File: config.mk
export PLATFORM = sky130hd
export DESIGN_NAME = dmem_swap_master
export DESIGN_NICKNAME = d
export VERILOG_FILES = /design/src/rtl/dmem_swap_master.sv
export SDC_FILE = /design/constraint.sdc
export NUM_CORES = 1
export LEC_CHECK = 0
export ABC_AREA = 1
export ABC_CLOCK_PERIOD_IN_PS = 2500
export CAP_MARGIN = 20
export CORE_MARGIN = 2
export CORE_UTILIZATION = 50
export CTS_CLUSTER_SIZE = 20
export DETAILED_ROUTE_END_ITERATION = 8
export GPL_TIMING_DRIVEN = 0
export HOLD_SLACK_MARGIN = 0.1
export PLACE_DENSITY = 0.83
export REMOVE_ABC_BUFFERS = 1
export SETUP_SLACK_MARGIN = 0.3
export SYNTH_ARGS = -nofsm -noshare
export SYNTH_HDL_FRONTEND = slang
export SYNTH_SLANG_ARGS = --single-unit
export TNS_END_PERCENT = 10
File: constraint.sdc
create_clock -name clk -period 2.5 [get_ports clk]
set_clock_uncertainty 0.1 [all_clocks]
set_input_delay 0.5 -clock clk [delete_from_list [all_inputs] [get_ports clk]]
set_output_delay 0.5 -clock clk [all_outputs]
set_load 0.05 [all_outputs]
File: src/rtl/dmem_swap_master.sv
`default_nettype none
// ============================================================================
// Module      : dmem_swap_master
// Description : Sequencer that swaps two 64-bit doublewords in data memory
//               (read A, read B, write A<-B, write B<-A, then done).
//               Optional macro SWAP_CMP_EN turns it into compare-and-swap.
// Revision    : 1.0 - initial release
// ============================================================================
module dmem_swap_master #(
    parameter int DEPTH_BYTES = 64,
    parameter int DATA_W      = 64
) (
    input  logic              clk,
    input  logic              reset,
    input  logic              start,
    input  logic [63:0]       addr_a,
    input  logic [63:0]       addr_b,
    output logic              busy,
    output logic              done,
    output logic              err,
    output logic              swapped,
    output logic [63:0]       address,
    output logic [DATA_W-1:0] write_data,
    output logic              memoryread,
    output logic              memorywrite,
    input  logic [DATA_W-1:0] read_data
);

    typedef enum logic [2:0] {
        S_IDLE = 3'd0,
        S_RD_A = 3'd1,
        S_RD_B = 3'd2,
        S_WR_A = 3'd3,
        S_WR_B = 3'd4,
        S_FIN  = 3'd5
    } state_t;

    localparam logic [63:0] C_MAX_ADDR = 64'(DEPTH_BYTES - 8);

    state_t            r_state;
    state_t            w_next;
    logic [63:0]       r_addr_a;
    logic [63:0]       r_addr_b;
    logic [DATA_W-1:0] r_reg_a;
    logic [DATA_W-1:0] r_reg_b;
    logic              r_err;
    logic              r_swapped;
    logic              w_bad;
    logic              w_take_swap;

    assign w_bad = (addr_a[2:0] != 3'b000) || (addr_a > C_MAX_ADDR) ||
                   (addr_b[2:0] != 3'b000) || (addr_b > C_MAX_ADDR);

`ifdef SWAP_CMP_EN
    // read_data holds B during RD_B; swap only when B sorts before A
    assign w_take_swap = (read_data < r_reg_a);
`else
    assign w_take_swap = 1'b1;
`endif

    always_ff @(posedge clk) begin
        if (reset) begin
            r_state   <= S_IDLE;
            r_addr_a  <= '0;
            r_addr_b  <= '0;
            r_reg_a   <= '0;
            r_reg_b   <= '0;
            r_err     <= 1'b0;
            r_swapped <= 1'b0;
        end else begin
            r_state <= w_next;
            case (r_state)
                S_IDLE: begin
                    if (start) begin
                        r_addr_a  <= addr_a;
                        r_addr_b  <= addr_b;
                        r_err     <= w_bad;
                        r_swapped <= 1'b0;
                    end
                end
                S_RD_A: r_reg_a <= read_data;
                S_RD_B: begin
                    r_reg_b   <= read_data;
                    r_swapped <= w_take_swap;
                end
                default: ;
            endcase
        end
    end

    always_comb begin
        w_next      = r_state;
        busy        = 1'b0;
        done        = 1'b0;
        err         = 1'b0;
        swapped     = 1'b0;
        address     = '0;
        write_data  = '0;
        memoryread  = 1'b0;
        memorywrite = 1'b0;
        case (r_state)
            S_IDLE: begin
                if (start) begin
                    w_next = (w_bad || (addr_a == addr_b)) ? S_FIN : S_RD_A;
                end
            end
            S_RD_A: begin
                busy       = 1'b1;
                address    = r_addr_a;
                memoryread = 1'b1;
                w_next     = S_RD_B;
            end
            S_RD_B: begin
                busy       = 1'b1;
                address    = r_addr_b;
                memoryread = 1'b1;
                w_next     = w_take_swap ? S_WR_A : S_FIN;
            end
            // Reset masks the write strobe so an aborted write never commits
            S_WR_A: begin
                busy        = 1'b1;
                address     = r_addr_a;
                write_data  = r_reg_b;
                memorywrite = ~reset;
                w_next      = S_WR_B;
            end
            S_WR_B: begin
                busy        = 1'b1;
                address     = r_addr_b;
                write_data  = r_reg_a;
                memorywrite = ~reset;
                w_next      = S_FIN;
            end
            S_FIN: begin
                busy    = 1'b1;
                done    = 1'b1;
                err     = r_err;
                swapped = r_swapped;
                w_next  = S_IDLE;
            end
            default: w_next = S_IDLE;
        endcase
    end

endmodule
`default_nettype wire

After elaboration in Yosys (flattened, before gate mapping)
Cells that the tools add are included.

word-level totals
  bits in registers = 261
  memories = 0
  memory bits (read-only) = 0
  input port bits = 195
  latch bits = 0
  word-level logic and storage cells = 45
  output and inout bits = 134
  RAM bits = 0

cells by class
  add/subtract/negate cells = 0
  eq/ne operators = 7
  div/mod/pow operators = 0
  reductions and logical operators = 15
  multiplexer cells = 13
  shifts and indexed selects = 0
  $lt $le $gt $ge = 2
  $mul = 0
  bitwise gates (word level) = 1

operators with widths
  operator                                             count
  one-hot mux 64 bit (2 select lines)                  2
  > comparator 64 x 6 -> 1 bit, second input constant  2
  == test 64 bit                                       1
  one-hot mux 3 bit (5 select lines)                   1
  OR reduction 2 bit                                   4
  2-to-1 mux 1 bit                                     7
  == test 3 x 2 -> 1 bit, second input constant        2
  == test 3 bit, second input constant                 2
  2-to-1 mux 3 bit                                     2
  nonzero test 3 bit                                   2
  OR reduction 5 bit                                   1
  logical OR 1 bit                                     4
  AND reduction 2 bit                                  2
  == test 3 x 1 -> 1 bit, second input constant        1
  logical NOT 3 bit                                    1
  != test 2 bit, second input constant                 1
  one-hot mux 1 bit (2 select lines)                   1
  nonzero test 2 bit                                   1
  NOT 1 bit                                            1

Longest topological paths before layout
Gate-level depths: netlist of run 1.

  depth in word-level cells = 8
  gate-level depth with buffers = 12
  depth with buffers taken out = 12

Worst setup path before layout of run 1
Ideal clock, no wire load.

  path kind = register to output
  start point = register r_state[2]
  end point = output write_data[49]
  path buffers = 1
  arrival = 2.045 ns
  setup slack = -0.145 ns
  data required time = 1.900 ns
  stages on the path, launching flop included = 6
  cell sequence = dfxtp_1 -> nand2_1 -> nor2_2 -> inv_2 -> clkbuf_1 -> o21ai_0

between the ends
  cells in the longest elaborated chain, start to end = 2
  elaborated cells on any way between the ends = 3
  those cells by class = eq/ne: 2; mux: 1

ends and longest elaborated chain
  item                                                            line  RTL
  start: declaration                                              40    state_t r_state;
  start signal: assignment                                        71    r_state <= w_next;
  == test 3 bit / == test 3 x 2 -> 1 bit (equally long branches)  101   case (r_state)
  one-hot mux 64 bit (2 select lines) (*)                         101
  end: declaration                                                23    output logic [DATA_W-1:0] write_data,

Every way passes the cells marked *; elsewhere a longest branch is shown, timed or not.

Final worst setup path of run 1
  start point = register r_state[2]
  end point = output write_data[8]

Same word-level chain as after synthesis.

==> results.toml, run 1 <==
[finish]
final_cells = 2447
post-route-util_pct = 77.48
final_area_um2 = 18240
n_fill_cell = 1636
seq_area_um2 = 5236
area_growth_pct = 51.62
layout.nets = 2301
multi_input_comb_area_um2 = 6098
drive_above_1_share_pct = 21.03

[clock_network]
clkSlewWorstSetupHoldPaths_ns = 0.06
cts_hold_buf = 0
clk_latency_ns = 0.54
cts_tree = "done"
cts_made_buffers = 28
cts_root_buf = "clkbuf_16"
cts_buffer_depth = 3
clock_sinks = 261
cts_max_level = 1

[route]
drc = 0
highest-signal-layer = "met4"
avgViaCountPerCell = 5.450
wl_met3_mm = 3.447
finalWirelength_mm = 43.61
vias = 13340
met2_length_mm = 20.70
wl_met1_mm = 16.89
drt_iter0_drc = 1207
dr.pass1.iters = 6
antenna_left = 0
wl_per_cell_um = 17.82

[place]
post-dp-hpwl_mm = 25.02
placed_cells = 2335
io_buffers = 328
place.gp.congestion = 0.8265
place_area_um2 = 15500

[sta]
min_period_ns = 2.781
tightest_slew_ns = 0.7088
hold_viol = 0
slew-limit-headroom_pct = 52.75
slew_viol_final = 0
setup_tns_ns = -17.40
fmax_ghz = 0.3595
setup_ws_ns = -0.2813
finalSetupViolations = 127
grt_setup_unrepaired = "yes"
whs_ns = 0.3482
post-route-period-util_pct = 111.3

[synthesis]
synthesis.area_um2 = 12030
synthTopCellsByCount = "inv_1 (290), dfxtp_1 (261), nor2_1 (252), nand2_1 (237), a21oi_1 (199)"
synthCells = 1784
synth.most_common_cell = "inv_1"
yosys.area.top_type_share_pct = 43.43
ys_warn_count = 0
yosys.area.top_type = "dfxtp_1"
synth_edf_count = 0
seq_area_frac_synth_pct = 43.43
async_flop_share_pct = 0
netlist_top_cells_area = "dfxtp_1 (43%), inv_1 (9.0%), a21oi_1 (8.3%), o21ai_0 (7.9%), nor2_1 (7.9%)"
avgSynthCellArea_um2 = 6.743
synth_seq_cells = 261
synthFlopType = "dfxtp_1"
ys_types = 25

[grt]
grt_max_degree = 160
antenna_found_initial = 1
gr-total-overflow = 0
grt_usage_pct = 30.09
grt_first_pass_wirelength_mm = 62.85
grt_pass1_vias = 12290

[floorplan]
rows = 56
core_um2 = 23540
die_area_um2 = 25320
ioPinCount = 329
die_w_um = 159.1
die_h_um = 159.1
initial_core_util_pct = 51.10

[power_and_ir_drop]
p_leak_nw = 7.810
p_switching_w = 0.008549
ir_drop_mv = 0.7093
sequentialPowerShare_pct = 30.3
power.density_nw_per_um2 = 1092
share_comb_of_total_power_pct = 49.5
switching_share_pct = 42.92
p_clk_share_pct = 20.3
p_int_w = 0.01137

[critical_path]
r2r_cells = 10
ff2ff_setup_slack_ns = 0.02
r2r_end = "r_addr_a[58]$_SDFFE_PP0P_"
path_class = "flop to output pin"
path_common_cell = "buf_12"
crit_fanout = 5
required_ns = 1.90
cp.arrival_ns = 2.18
rr_startpoint = "r_state[0]$_SDFFE_PP0P_"
slowest_stage = "dfxtp_4"
startpoint_type = "flop"
critPathMaxStageDelay_ns = 0.37
path_cells = "nor2_4 -> buf_12 -> inv_16 -> nor2_4 -> buf_6 -> buf_12 -> buf_16 -> buf_12 -> nand2_4 -> o21ai_2 -> buf_6"
endpoint_kind = "output pin"

[run_status]
outcome = "finished, violations left"
violations = "setup timing"

[worst_hold_path]
whs_endpoint = "r_reg_a[53]$_SDFFE_PP0P_"
hold_class = "flop to flop"
min_from = "r_reg_a[53]$_SDFFE_PP0P_"
min_path_cells = 2

[job]
drv_cap = 0
layout make-up:
type	count	share of cell area, %
sequential	261	28.71
clock buffer	45	4.747
clock inverter	5	0.1372
antenna	2	0.02744
multi-input combinational	1118	33.43
tap	319	2.188
timing repair buffer	399	24.26
timing repair inverter	2	0.09604
inverter	296	6.400
cells in the final DEF (no fill, tap or decap), drive strengths merged:
cell	instances
o21ai	321
nor3	3
a21oi	199
inv	297
nand2	238
clkinv	5
nand4	4
dfxtp	261
nand3	20
o211ai	1
nor2	256
diode	2
buf	199
and3	1
clkinvlp	1
o22ai	64
nand3b	1
xor2	9
or2	1
clkdlybuf4s50	194
clkbuf	51
critical path, delay by kind of cell (launching register included):
family          cells  cell delay, ns
flops               1            0.37
simple gates        3            0.34
buf+inv             7            0.87
compound gates      1            0.05
how the worst max path moves through the flow:
| stage | slack (ns) | endpoint | from | cells after the start |
|---|---|---|---|---|
| 4_1_cts | -0.45 | address[38] | r_state[1]$_SDFFE_PP0P_ | 8 |
| 3_5_place_dp | -1.37 | write_data[26] | r_state[0]$_SDFFE_PP0P_ | 8 |
| 5_1_grt | -0.35 | write_data[8] | r_state[2]$_SDFFE_PP0P_ | 11 |
| 2_1_floorplan | -2.70 | address[0] | r_state[2]$_SDFFE_PP0P_ | 3 |
| 6_report | -0.28 | write_data[8] | r_state[2]$_SDFFE_PP0P_ | 11 |
| 3_3_place_gp | -7.98 | address[31] | r_state[2]$_SDFFE_PP0P_ | 4 |
power by group through the flow:
stage / clock network, W / registers (W) / logic, W
3_3_place_gp: 0 / 0.00598 / 0.00667
5_1_grt: 0.00425 / 0.00613 / 0.0104
3_5_place_dp: 0 / 0.00601 / 0.00739
2_1_floorplan: 0 / 0.00589 / 0.00466
4_1_cts: 0.00406 / 0.00596 / 0.00804
6_report: 0.00404 / 0.00603 / 0.00986
logic make-up (layout without fill, tap and decap cells):
| kind of cell | after synthesis | in the layout | share of synthesized area (%) |
|---|---|---|---|
| XOR/XNOR | 9 | 9 | 0.6553 |
| buffers and inverters | 407 | 747 | 14.02 |
| AND/OR/NAND/NOR | 522 | 524 | 16.87 |
| AO/OA/AOI/OAI | 585 | 585 | 25.02 |
| flip-flops | 261 | 261 | 43.43 |
| other | 0 | 2 | 0 |
timing repair:
item                                   4_1_cts  5_1_grt
endpoints found under the hold margin        0        0
pin swaps                                    6       59
setup endpoints to repair                  201      239
gates resized for setup                    888      378
gates cloned                                 9        8
setup buffers                               27       16
state kept, by name, indices dropped and copies added (netlist names):
signal	count
r_addr_a	64
r_addr_b	64
r_err	1
r_reg_a	64
r_reg_b	64
r_state	3
r_swapped	1
per-layer routing:
metal / up-vias / track usage (%)
met4: 0 / 14.17
li1: 6386 / -
met5: - / 0
met1: 6183 / 36.33
met2: 589 / 51.23
met3: 179 / 6.460
metrics by stage:
stage               power (W)  worst slack, ns
CTS                   0.01806          -0.4463
finish                0.01992          -0.2813
detailed placement    0.01339           -1.369
global placement      0.01264           -7.983
floorplan             0.01054           -2.703
global route          0.02080          -0.3544
Note: power is estimated with default switching activity, not from simulation.
==> run 2, diff against run 1 <==
Settings changed: GPL_TIMING_DRIVEN 0 to unset.
==> results.toml, run 2 (synthesized netlist as in run 1, its figures left out) <==
[floorplan]
die_area_um2 = 25320
initial_core_util_pct = 51.10
ioPinCount = 329
die_w_um = 159.1
die_h_um = 159.1
core_um2 = 23540
rows = 56

[sta]
whs_ns = 0.3683
post-route-period-util_pct = 104.8
hold_viol = 0
min_period_ns = 2.619
slew-limit-headroom_pct = 45.68
slew_viol_final = 0
finalSetupViolations = 100
grt_setup_unrepaired = "yes"
setup_ws_ns = -0.1188
tightest_slew_ns = 0.8148
fmax_ghz = 0.3818

[route]
avgViaCountPerCell = 5.725
drc = 0
wl_per_cell_um = 20.20
drt_iter0_drc = 1497
finalWirelength_mm = 49.13
vias = 13920
dr.pass1.iters = 7
antenna_left = 0

[finish]
drive_above_1_share_pct = 19.52
n_fill_cell = 1310
final_area_um2 = 19550
final_cell_mix = "inv_1 (287), dfxtp_1 (258), nor2_1 (247)"
layout.nets = 2280
post-route-util_pct = 83.06
area_growth_pct = 62.54
final_common_cell = "inv_1"
seq_area_um2 = 5234
multi_input_comb_area_um2 = 6365

[place]
post-dp-hpwl_mm = 27.59
place_area_um2 = 16730
place.gp.congestion = 0.8829
io_buffers = 328

[clock_network]
clkSlewWorstSetupHoldPaths_ns = 0.06
cts_tree = "done"
cts_root_buf = "clkbuf_16"
clk_latency_ns = 0.53
cts_max_level = 1
clock_sinks = 261
cts_buffer_depth = 3
cts_made_buffers = 28

[run_status]
outcome = "finished, violations left"
violations = "setup timing"

[critical_path]
path_class = "flop to output pin"
rr_startpoint = "r_state[1]$_SDFFE_PP0P_"
required_ns = 1.90
r2r_cells = 10
cp.arrival_ns = 2.02
startpoint_type = "flop"
crit_fanout = 9
endpoint_kind = "output pin"
r2r_end = "r_addr_b[11]$_SDFFE_PP0P_"
ff2ff_setup_slack_ns = 0.40

[worst_hold_path]
hold_class = "flop to flop"
min_path_cells = 2
min_from = "r_addr_b[7]$_SDFFE_PP0P_"
whs_endpoint = "r_addr_b[7]$_SDFFE_PP0P_"

[power_and_ir_drop]
power.density_nw_per_um2 = 1103
p_leak_nw = 7.861
ir_drop_mv = 0.9183

[grt]
grt_pass1_vias = 13730
grt_usage_pct = 35.26
grt_max_degree = 114
gr-total-overflow = 0
grt_first_pass_wirelength_mm = 72.77
antenna_found_initial = 7

[job]
drv_cap = 0
[run 2: cell types whose count changed in the layout (fill, tap and decap cells not counted), sizes merged, moves of 2 or more]
cell / before / now
buf: 199 / 184
bufinv: 0 / 2
clkbuf: 51 / 47
diode: 2 / 7
[run 2: layout make-up]
cell class | instances | share of cell area (%)
Timing Repair Buffer | 382 | 27.84
Clock buffer | 43 | 4.492
Inverter | 296 | 5.746
Clock inverter | 8 | 0.4735
Tap cell | 319 | 2.041
Sequential cell | 261 | 26.77
Antenna cell | 7 | 0.08958
Multi-Input combinational cell | 1116 | 32.55
[run 2: stage by stage]
stage                     power [W]  setup TNS [ns]  std cells  worst slack, ns
final                       0.02157          -5.200       2432          -0.1188
after global routing        0.02234          -12.45       2432          -0.1709
after CTS                   0.02045          -6.482       2420         -0.09012
after detailed placement    0.01439               0       2341           0.1917
after global placement      0.01415               0       2341           0.2286
after floorplan             0.01054         -635.39       1673           -2.703
[run 2: per-layer routing]
metal | share of wire (%) | up-vias | GRT usage (%)
li1 | - | 6328 | -
met1 | 37 | 6530 | 40.99
met2 | 48 | 840 | 60.47
met3 | 8.2 | 225 | 7.320
met4 | 6.4 | 0 | 20.08
met5 | 0 | - | 0
[run 2: report_power, final]
group | internal (W) | switching [W] | total, W
registers | 0.00546 | 0.000606 | 0.00607
clock network | 0.00261 | 0.00176 | 0.00438
logic | 0.00424 | 0.00689 | 0.0111
total | 0.0123 | 0.00926 | 0.0216
[run 2: timing repair]
| action | 4_1_cts | 5_1_grt |
|---|---|---|
| pin swaps | 6 | 7 |
| gates cloned | 9 | 3 |
| endpoints found under the setup margin | 134 | 144 |
| hold buffers | 0 | 0 |
| resized for setup | 228 | 68 |
| setup buffers | 19 | 2 |
[run 2: critical path: stages, from the launching register on]
cell and delay, ns:
dfxtp_2 0.34, inv_2 0.05, buf_6 0.12, nor3_4 0.23
nor2_4 0.10, buf_4 0.16, buf_16 0.16, o22ai_2 0.16
buf_12 0.17
[run 2: worst max-delay path by stage]
stage | startpoint | end | slack (ns)
6_report | r_state[1]$_SDFFE_PP0P_ | address[44] | -0.12
2_1_floorplan | r_state[2]$_SDFFE_PP0P_ | address[0] | -2.70
5_1_grt | r_state[1]$_SDFFE_PP0P_ | address[47] | -0.17
4_1_cts | r_state[0]$_SDFFE_PP0P_ | write_data[30] | -0.09
3_3_place_gp | addr_b[21] | r_state[2]$_SDFFE_PP0P_ | 0.23
3_5_place_dp | r_state[2]$_SDFFE_PP0P_ | write_data[16] | 0.19
